--- src/rtl/ps2_keycode_if.sv ---
// PS/2 pin pair and decoded key/error outputs for ps2_keycode.
// key_valid, parity_err and frame_err are one-cycle strobes with no backpressure (no ready).
interface ps2_keycode_if;
  logic       ps2_clk;
  logic       ps2_data;
  logic [7:0] keycode;
  logic       key_valid;
  logic       parity_err;
  logic       frame_err;
  logic [1:0] dbg_state;

  modport master (
    output ps2_clk, ps2_data,
    input  keycode, key_valid, parity_err, frame_err, dbg_state
  );

  modport slave (
    input  ps2_clk, ps2_data,
    output keycode, key_valid, parity_err, frame_err, dbg_state
  );
endinterface

--- src/rtl/ps2_keycode.sv ---
// PS/2 set-2 receiver: sync + deglitch, 11-bit deframing, make/break/E0 decode to a held keycode.
// Optional macro PS2_ARROW_KEYS_EN maps E0-prefixed arrow keys onto the WASD keycodes.
module ps2_keycode #(
  parameter int FILTER_LEN     = 8,
  parameter int TIMEOUT_CYCLES = 50000
) (
  input logic          Clk,
  input logic          Reset_n,
  ps2_keycode_if.slave bus
);

  localparam int FCW = $clog2(FILTER_LEN + 1);

  localparam logic [1:0] ST_IDLE   = 2'd0;
  localparam logic [1:0] ST_DATA   = 2'd1;
  localparam logic [1:0] ST_PARITY = 2'd2;
  localparam logic [1:0] ST_STOP   = 2'd3;

  localparam logic [7:0] CODE_BRK = 8'hF0;
  localparam logic [7:0] CODE_EXT = 8'hE0;

  logic           clk_s1, clk_s2, dat_s1, dat_s2;
  logic [FCW-1:0] filt_cnt;
  logic           clk_filt, clk_filt_d;
  logic           fall;

  logic [1:0]  state;
  logic [2:0]  bit_cnt;
  logic [7:0]  shreg;
  logic        par_bit;
  logic [15:0] idle_cnt;
  logic        byte_rdy, perr_p, ferr_p;

  logic        brk, ext;
  logic        map_hit;
  logic [7:0]  map_val;
  logic [7:0]  keycode_q;
  logic        key_valid_q, parity_err_q, frame_err_q;

  // Lines idle high, so the synchronizers and the filtered clock reset to 1.
  always_ff @(posedge Clk or negedge Reset_n) begin
    if (!Reset_n) begin
      clk_s1     <= 1'b1;
      clk_s2     <= 1'b1;
      dat_s1     <= 1'b1;
      dat_s2     <= 1'b1;
      filt_cnt   <= '0;
      clk_filt   <= 1'b1;
      clk_filt_d <= 1'b1;
    end else begin
      clk_s1     <= bus.ps2_clk;
      clk_s2     <= clk_s1;
      dat_s1     <= bus.ps2_data;
      dat_s2     <= dat_s1;
      clk_filt_d <= clk_filt;
      if (clk_s2 == clk_filt) begin
        filt_cnt <= '0;
      end else if (filt_cnt == FCW'(FILTER_LEN - 1)) begin
        clk_filt <= clk_s2;
        filt_cnt <= '0;
      end else begin
        filt_cnt <= filt_cnt + 1'b1;
      end
    end
  end

  assign fall = clk_filt_d & ~clk_filt;

  // Frame FSM; the idle counter only runs mid-frame and restarts on every filtered edge.
  always_ff @(posedge Clk or negedge Reset_n) begin
    if (!Reset_n) begin
      state    <= ST_IDLE;
      bit_cnt  <= '0;
      shreg    <= '0;
      par_bit  <= 1'b0;
      idle_cnt <= '0;
      byte_rdy <= 1'b0;
      perr_p   <= 1'b0;
      ferr_p   <= 1'b0;
    end else begin
      byte_rdy <= 1'b0;
      perr_p   <= 1'b0;
      ferr_p   <= 1'b0;
      if (state != ST_IDLE && idle_cnt == 16'(TIMEOUT_CYCLES)) begin
        state    <= ST_IDLE;
        idle_cnt <= '0;
        ferr_p   <= 1'b1;
      end else if (fall) begin
        idle_cnt <= '0;
        case (state)
          ST_IDLE: begin
            if (!dat_s2) begin
              state   <= ST_DATA;
              bit_cnt <= '0;
            end
          end
          ST_DATA: begin
            shreg   <= {dat_s2, shreg[7:1]};
            bit_cnt <= bit_cnt + 1'b1;
            if (bit_cnt == 3'd7) state <= ST_PARITY;
          end
          ST_PARITY: begin
            par_bit <= dat_s2;
            state   <= ST_STOP;
          end
          default: begin
            state <= ST_IDLE;
            if (!dat_s2)                            ferr_p   <= 1'b1;
            else if ((^{shreg, par_bit}) == 1'b0)   perr_p   <= 1'b1;
            else                                    byte_rdy <= 1'b1;
          end
        endcase
      end else if (state != ST_IDLE) begin
        idle_cnt <= idle_cnt + 1'b1;
      end
    end
  end

  always_comb begin
    map_hit = 1'b0;
    map_val = 8'h00;
    if (!ext) begin
      case (shreg)
        8'h1C: begin map_hit = 1'b1; map_val = 8'h04; end
        8'h23: begin map_hit = 1'b1; map_val = 8'h07; end
        8'h1B: begin map_hit = 1'b1; map_val = 8'h16; end
        8'h1D: begin map_hit = 1'b1; map_val = 8'h1A; end
        8'h29: begin map_hit = 1'b1; map_val = 8'h2C; end
        8'h5A: begin map_hit = 1'b1; map_val = 8'h28; end
        default: ;
      endcase
    end
`ifdef PS2_ARROW_KEYS_EN
    else begin
      case (shreg)
        8'h75: begin map_hit = 1'b1; map_val = 8'h1A; end
        8'h6B: begin map_hit = 1'b1; map_val = 8'h04; end
        8'h72: begin map_hit = 1'b1; map_val = 8'h16; end
        8'h74: begin map_hit = 1'b1; map_val = 8'h07; end
        default: ;
      endcase
    end
`endif
  end

  // shreg stays stable here: the next DATA edge is at least a filter window after byte_rdy.
  always_ff @(posedge Clk or negedge Reset_n) begin
    if (!Reset_n) begin
      brk          <= 1'b0;
      ext          <= 1'b0;
      keycode_q    <= 8'h00;
      key_valid_q  <= 1'b0;
      parity_err_q <= 1'b0;
      frame_err_q  <= 1'b0;
    end else begin
      key_valid_q  <= 1'b0;
      parity_err_q <= perr_p;
      frame_err_q  <= ferr_p;
      if (perr_p || ferr_p) begin
        brk <= 1'b0;
        ext <= 1'b0;
      end else if (byte_rdy) begin
        if (shreg == CODE_BRK) begin
          brk <= 1'b1;
        end else if (shreg == CODE_EXT) begin
          ext <= 1'b1;
        end else begin
          brk <= 1'b0;
          ext <= 1'b0;
          if (map_hit) begin
            if (!brk) begin
              if (map_val != keycode_q) begin
                keycode_q   <= map_val;
                key_valid_q <= 1'b1;
              end
            end else if (map_val == keycode_q) begin
              keycode_q   <= 8'h00;
              key_valid_q <= 1'b1;
            end
          end
        end
      end
    end
  end

  assign bus.keycode    = keycode_q;
  assign bus.key_valid  = key_valid_q;
  assign bus.parity_err = parity_err_q;
  assign bus.frame_err  = frame_err_q;
  assign bus.dbg_state  = state;

endmodule

--- src/flat_wrapper.sv ---
// flat-port wrapper written by rule: the top's interface ports become plain ports
module ps2_keycode_flat 
#(
  parameter int FILTER_LEN     = 8,
  parameter int TIMEOUT_CYCLES = 50000
)
  (Clk, Reset_n, bus_ps2_clk, bus_ps2_data, bus_keycode, bus_key_valid, bus_parity_err, bus_frame_err, bus_dbg_state);
  ps2_keycode_if bus_i ();
  input logic Clk;
  input logic Reset_n;
  input wire logic [$bits(bus_i.ps2_clk)-1:0] bus_ps2_clk;
  input wire logic [$bits(bus_i.ps2_data)-1:0] bus_ps2_data;
  output wire logic [$bits(bus_i.keycode)-1:0] bus_keycode;
  output wire logic [$bits(bus_i.key_valid)-1:0] bus_key_valid;
  output wire logic [$bits(bus_i.parity_err)-1:0] bus_parity_err;
  output wire logic [$bits(bus_i.frame_err)-1:0] bus_frame_err;
  output wire logic [$bits(bus_i.dbg_state)-1:0] bus_dbg_state;
  assign bus_i.ps2_clk = bus_ps2_clk;
  assign bus_i.ps2_data = bus_ps2_data;
  assign bus_keycode = bus_i.keycode;
  assign bus_key_valid = bus_i.key_valid;
  assign bus_parity_err = bus_i.parity_err;
  assign bus_frame_err = bus_i.frame_err;
  assign bus_dbg_state = bus_i.dbg_state;
  ps2_keycode #(.FILTER_LEN(FILTER_LEN), .TIMEOUT_CYCLES(TIMEOUT_CYCLES)) u_core (.Clk(Clk), .Reset_n(Reset_n), .bus(bus_i));
endmodule
--- config.mk ---
export PLATFORM = sky130hd
export DESIGN_NAME = ps2_keycode_flat
export DESIGN_NICKNAME = d
export VERILOG_FILES = /design/src/rtl/ps2_keycode_if.sv /design/src/rtl/ps2_keycode.sv /design/src/flat_wrapper.sv
export SDC_FILE = /design/constraint.sdc
export NUM_CORES = 1
export LEC_CHECK = 0
export CAP_MARGIN = 20
export CORE_ASPECT_RATIO = 1.4
export CORE_MARGIN = 1
export CORE_UTILIZATION = 59
export CTS_CLUSTER_SIZE = 20
export DETAILED_ROUTE_END_ITERATION = 10
export GPL_ROUTABILITY_DRIVEN = 0
export PLACE_DENSITY_LB_ADDON = 0.12
export SETUP_SLACK_MARGIN = 0.4
export SLEW_MARGIN = 20
export SYNTH_ARGS = -nofsm -noshare
export SYNTH_HDL_FRONTEND = slang
export SYNTH_SLANG_ARGS = --single-unit
--- constraint.sdc ---
create_clock -name Clk -period 4.3 [get_ports Clk]
set_input_delay 0.645 -clock Clk [delete_from_list [all_inputs] [get_ports Clk]]
set_output_delay 0.645 -clock Clk [all_outputs]
set_load 0.005 [all_outputs]
==> impl_metrics.toml, run 1 <==
[worst_setup_path]
critPathMaxFanout = 8
timing.rr.end = "u_core.bus.keycode[2]$_DFFE_PN0P_"
reg2reg_depth = 9
critPathMaxStageDelay_ns = 0.68
critPathKind = "flop to flop"
cp.arrival_ns = 3.71
crit-reg2reg-launch = "u_core.shreg[3]$_DFFE_PN0P_"
r2r_slack_ns = 0.78
cpMaxStageDelayCell = "or4b_2"
crit_path_end_kind = "flop"
cp.required_ns = 4.49
cp_cell_sequence = "nand4bb_1 -> nor4_1 -> xnor2_1 -> nand4_1 -> a221o_1 -> ha_1 -> or4b_2 -> a31o_4 -> mux2_4"
startpoint_type = "flop"

[detailed_routing]
drt-initial-drc-count = 105
routed_wl_um = 5110
viasPerCell = 5.70
drc_errors = 0
vias = 1961
ant_nets = 0
wire_per_inst_um = 14.9
drt_first_pass_iters = 4

[power_and_ir_drop]
vdd_drop_max_mv = 0.232
p_per_area_nw_per_um2 = 389
leakage_nw = 1.37

[die]
core_region_area_um2 = 4570
floorplan.initialDensity = 0.616
die-height_um = 83.8
dieArea_um2 = 5060
placementRows = 29
num_io_pins = 17
die_w_um = 60.4

[yosys]
synth.top_cell.area_share = 0.426
synth_warnings = 0
synth_fa_ha_area_frac = 0.0533
synth_compound_area_frac = 0.0937
synthXorXnorAreaFrac = 0.0715
synthSimpleGateAreaFrac = 0.203
yosysSeqAreaShare = 0.482
synth_area_leader_cell = "dfrtp_1"
synth_top_family_by_area = "simple AND/OR/NAND/NOR gates"
yosys_most_used_dff = "dfrtp_1"
syn_area_um2 = 2820
synthMuxAreaShare = 0.0613
synthesis.instances = 267
ys_async_sr_fraction = 1.00
synth_cell_types = 50
synth-edff-count = 0
synth_seq_cells = 54
ys_top_cells_by_area = "dfrtp_1 43%, xnor2_1 6.8%, dfstp_2 5.6%"
synth_area_per_cell_um2 = 10.5

[global_routing]
grt_pass1_vias = 1957
grt_max_degree = 55
grt_overflow = 0
grt_pass1_wl_um = 8960
track_usage = 0.236
antenna_found_initial = 0

[clock_tree]
cts-htree-levels = 2
cts_setup_buffers = 0
ctsResizeCount = 0
clk_root_buffer_cell = "clkbuf_8"
hold_buffers = 0
cts_sinks = 54
path_clk_slew_ns = 0.10
cts_tree = "built"
clk_latency_ns = 0.31
numCtsBuffers = 5
cts_buffer_depth = 2

[min_path]
hold-path-cell-count = 0
holdPathEnd = "u_core.clk_s2$_DFF_PN1_"
hold_class = "flop to flop"
min_from = "u_core.clk_s1$_DFF_PN1_"

[final_layout]
final_common_cell = "dfrtp_1"
drive_gt1_frac = 0.121
final_cell_mix = "48 x dfrtp_1, 27 x nor2_1, 22 x xnor2_1"
instances_no_fill = 344
layout.nets = 297
syn_to_final_growth_pct = 9.33
utilization = 0.674
antennaDiodeCount = 0

[place]
dp.cells = 336
hpwl_um = 3730
numPortBuffers = 14

[sta]
slew_viol_final = 0
post-route-min-period_ns = 3.52
setup_viol = 0
fin_skew_ns = 0.0101
final_hold_viol_count = 0
period_share = 0.819
fmax_mhz = 284
tns_ns = 0
slew-limit-headroom = 0.453
worstMarginPinSlew_ns = 0.819
rsz0062_at_grt = "false"

[job]
drv_cap = 0

[outcome]
status = "finished, final reports clean"
## flip-flops by register name (all words and copies together) (netlist names), 2 cells and up
name	count
u_core.bit_cnt	3
u_core.bus.keycode	6
u_core.idle_cnt	16
u_core.bus.dbg_state	2
u_core.shreg	8
u_core.filt_cnt	4
## where the power goes
group	internal [mW]	leakage, nW	switching, mW	total, mW
logic	0.131	0.604	0.161	0.293
clock network	0.115	0.0452	0.158	0.273
registers	0.573	0.723	0.0600	0.633
total	0.819	1.37	0.379	1.20
## per-layer routing
layer | vias to the layer above | GRT usage | part of all wire
met3 | 12 | 0.0372 | 0.027
met5 | - | 0 | 0
met1 | 951 | 0.296 | 0.42
met2 | 34 | 0.398 | 0.54
met4 | 0 | 0.0846 | 0.020
li1 | 964 | - | -
## kinds of logic after synthesis
logic type,Yosys count
AO/OA/AOI/OAI,38
XOR/XNOR,23
adder cells (fa/ha/maj),12
flip-flops,54
buffers and inverters,21
AND/OR/NAND/NOR,104
other,1
multiplexers,14
## stage by stage
stage          area (um^2)  hold WS, ns  power, mW  setup WS [ns]
5_1_grt               3080        0.365       1.28          0.590
3_5_place_dp          2990        0.347      0.938          0.825
4_1_cts               3080        0.360       1.22          0.803
6_report              3080        0.359       1.20          0.779
3_3_place_gp          2990        0.345      0.927          0.907
2_1_floorplan         2820        0.345      0.854           1.00
## final cells by class
type                    instances  area [um^2]
clock buffers                   6         72.6
clock inverters                 2         13.8
fillers                       381         1490
inverters                      12         45.0
multi-input cells             193         1370
flip-flops and latches         54         1360
well taps                      62         77.6
repair buffers                 15          143
## worst max-delay path, delay by kind of cell (launching register included)
kind,cells,cell delay [ns]
and+or+nand+nor,4,1.59
AOI/OAI and AO/OA,2,0.65
DFF,1,0.51
muxes,1,0.30
xor gates and xnor gates,1,0.18
adders and majority gates,1,0.17
## how the worst max path moves through the flow
stage                                      startpoint                                end
after floorplan           u_core.shreg[6]$_DFFE_PN0P_  u_core.bus.keycode[0]$_DFFE_PN0P_
after global placement    u_core.shreg[3]$_DFFE_PN0P_  u_core.bus.keycode[3]$_DFFE_PN0P_
after detailed placement  u_core.shreg[7]$_DFFE_PN0P_  u_core.bus.keycode[2]$_DFFE_PN0P_
after CTS                 u_core.shreg[3]$_DFFE_PN0P_  u_core.bus.keycode[2]$_DFFE_PN0P_
after global routing      u_core.shreg[3]$_DFFE_PN0P_  u_core.bus.keycode[2]$_DFFE_PN0P_
final                     u_core.shreg[3]$_DFFE_PN0P_  u_core.bus.keycode[2]$_DFFE_PN0P_
## synth_stat cells (2+ instances only)
master      n
nand2_1    17
ha_1       12
dfstp_2     6
o41ai_1     2
xnor2_1    22
a22o_1      4
nor4_1      7
dfrtp_1    48
and4b_1     3
o211ai_1    2
a21oi_1    12
buf_4       3
and3_1      3
nand4bb_1   2
clkbuf_1    4
nand3_1     9
inv_1      12
nor4b_1     2
o21ai_0     8
or3_1       3
nor2_1     27
mux2_4      4
a21o_1      2
mux2_2     10
nand2b_1    3
nor3_1      8
nor2b_1     6
nand4_1     3
nand3b_1    2
Power figures use the tool's default switching activity.
==> inputs of run 2 (changes only) <==
- CORE_UTILIZATION: 59 -> 53
- clock period: 4.3 -> 3.05 ns (I/O delays scaled with it)
==> run 2 against run 1 <==
Utilization shrank 2.1 points. Via count grew 4.9%. Critical path type unchanged. The run now ends with setup timing left. Clock power grew 53%.
==> impl_metrics.toml, run 2 (synthesis gave the netlist of run 1 again) <==
[global_routing]
gr-usage-met1 = 0.258
groute.layer.met3.usage = 0.0438
grt_overflow = 0
track_usage = 0.212
grt_most_used_layer = "met2"
antenna_found_initial = 0
grt_pass1_vias = 1993
grtUsageMet2 = 0.365
grt_max_degree = 21
grt_pass1_wl_um = 9070

[die]
die-height_um = 88.3
placementRows = 31
dieArea_um2 = 5610
core_region_area_um2 = 5160
num_io_pins = 17
die_w_um = 63.6
floorplan.initialDensity = 0.546

[worst_setup_path]
crit_family = "simple AND/OR/NAND/NOR gates"
critical_path.most_common_cell = "or4b_4"
cp.required_ns = 3.25
critPathMaxFanout = 6
reg2reg_depth = 8
cpMaxStageDelayCell = "or4b_4"
crit_path_end_kind = "flop"
startpoint_type = "flop"
crit_buf_inv = 0
cp.arrival_ns = 3.35
cp_cell_sequence = "or4b_4 -> nor4_4 -> nand4_1 -> a221o_1 -> ha_2 -> or4b_4 -> a31o_4 -> mux2_4"
r2r_slack_ns = -0.11
crit_cells = 8
critPathKind = "flop to flop"
critPathMaxStageDelay_ns = 0.56

[sta]
fmax_mhz = 317
tns_ns = -0.380
period_share = 1.04
final_hold_viol_count = 0
slew-limit-headroom = 0.490
post-route-min-period_ns = 3.16
slew_viol_final = 0
worstMarginPinSlew_ns = 0.765
holdWs_ns = 0.0623
setup_viol = 4
fin_skew_ns = 0.0114
rsz0062_at_grt = "true"
worst_slack_ns = -0.107

[clock_tree]
clk_root_buffer_cell = "clkbuf_8"
clk_latency_ns = 0.31
cts_tree = "built"
cts_buffer_depth = 2
hold_buffers = 0
cts_sinks = 54
numCtsBuffers = 5
path_clk_slew_ns = 0.11
cts-htree-levels = 2

[final_layout]
regMostFlops = "u_core.idle_cnt"
final_common_cell = "dfrtp_1"
layout.nets = 323
syn_to_final_growth_pct = 19.5
utilization = 0.653
fill_cells = 408
multi_input_area_um2 = 1450
antennaDiodeCount = 0
stdcell_area_um2 = 3370
drive_gt1_frac = 0.224
largest_reg_flops = 16
final_cell_mix = "48 x dfrtp_1, 27 x nor2_1, 27 x buf_4"
regArea_um2 = 1360

[outcome]
violations = "setup timing"
status = "complete, but fails checks"

[detailed_routing]
wire_per_inst_um = 14.5
ant_nets = 0
vias = 2058
viasPerCell = 5.50
drt_first_pass_iters = 4
routed_wl_um = 5430
drc_errors = 0
drt-initial-drc-count = 84

[place]
numPortBuffers = 14
placed_cell_area_um2 = 3180
hpwl_um = 3990

[power_and_ir_drop]
p_per_area_nw_per_um2 = 527
leakage_nw = 1.51
vdd_drop_max_mv = 0.415
total_power_mw = 1.77

[job]
drv_cap = 0

[min_path]
hold_class = "input port to async pin"
-- run 2: cell types whose count changed in the layout (fill, tap and decap cells not counted), moves of 2 or more --
cell	delta
buf_4	+26
inv_6	+2
nor4_1	-2
nor4_4	+2
-- run 2: per-stage QoR --
stage,std cells,setup slack [ns]
finish,374,-0.107
CTS,372,-0.0922
floorplan,268,-0.0398
global placement,362,-0.0456
detailed placement,362,-0.127
global route,374,-0.180
-- run 2: worst paths after layout --
| kind | from | end |
|---|---|---|
| min | Reset_n | u_core.filt_cnt[2]$_DFF_PN0_ |
| max reg2reg | u_core.shreg[7]$_DFFE_PN0P_ | u_core.bus.keycode[3]$_DFFE_PN0P_ |
| min in group Clk | u_core.clk_s1$_DFF_PN1_ | u_core.clk_s2$_DFF_PN1_ |
| max in group asynchronous | Reset_n | u_core.dat_s1$_DFF_PN1_ |
| max | u_core.shreg[7]$_DFFE_PN0P_ | u_core.bus.keycode[3]$_DFFE_PN0P_ |
| min reg2reg | u_core.clk_s1$_DFF_PN1_ | u_core.clk_s2$_DFF_PN1_ |
-- run 2: repair_timing --
item | CTS | global route
gates resized for setup | 5 | 3
setup endpoints to repair | 6 | 6
setup buffers | 2 | 2
pin swaps | 1 | 5
cloned | 0 | 0
-- run 2: layer usage --
layer	vias up	wire, um
li1	1021	-
met1	991	2390
met2	36	2790
met3	10	118
met4	0	125
met5	-	0
-- run 2: area by class of cell --
cell class	count	area share
clock buffer	5	0.0204
sequential	54	0.404
multi-input combinational	193	0.430
clock inverter	3	0.00780
tap	66	0.0245
timing repair buffer	41	0.100
inverter	12	0.0134
-- run 2: report_power, final --
group          total [mW]  switching [mW]  leakage (nW)  internal (mW)
logic               0.469           0.245         0.739          0.225
registers           0.886          0.0785         0.723          0.807
clock network       0.418           0.249        0.0491          0.169
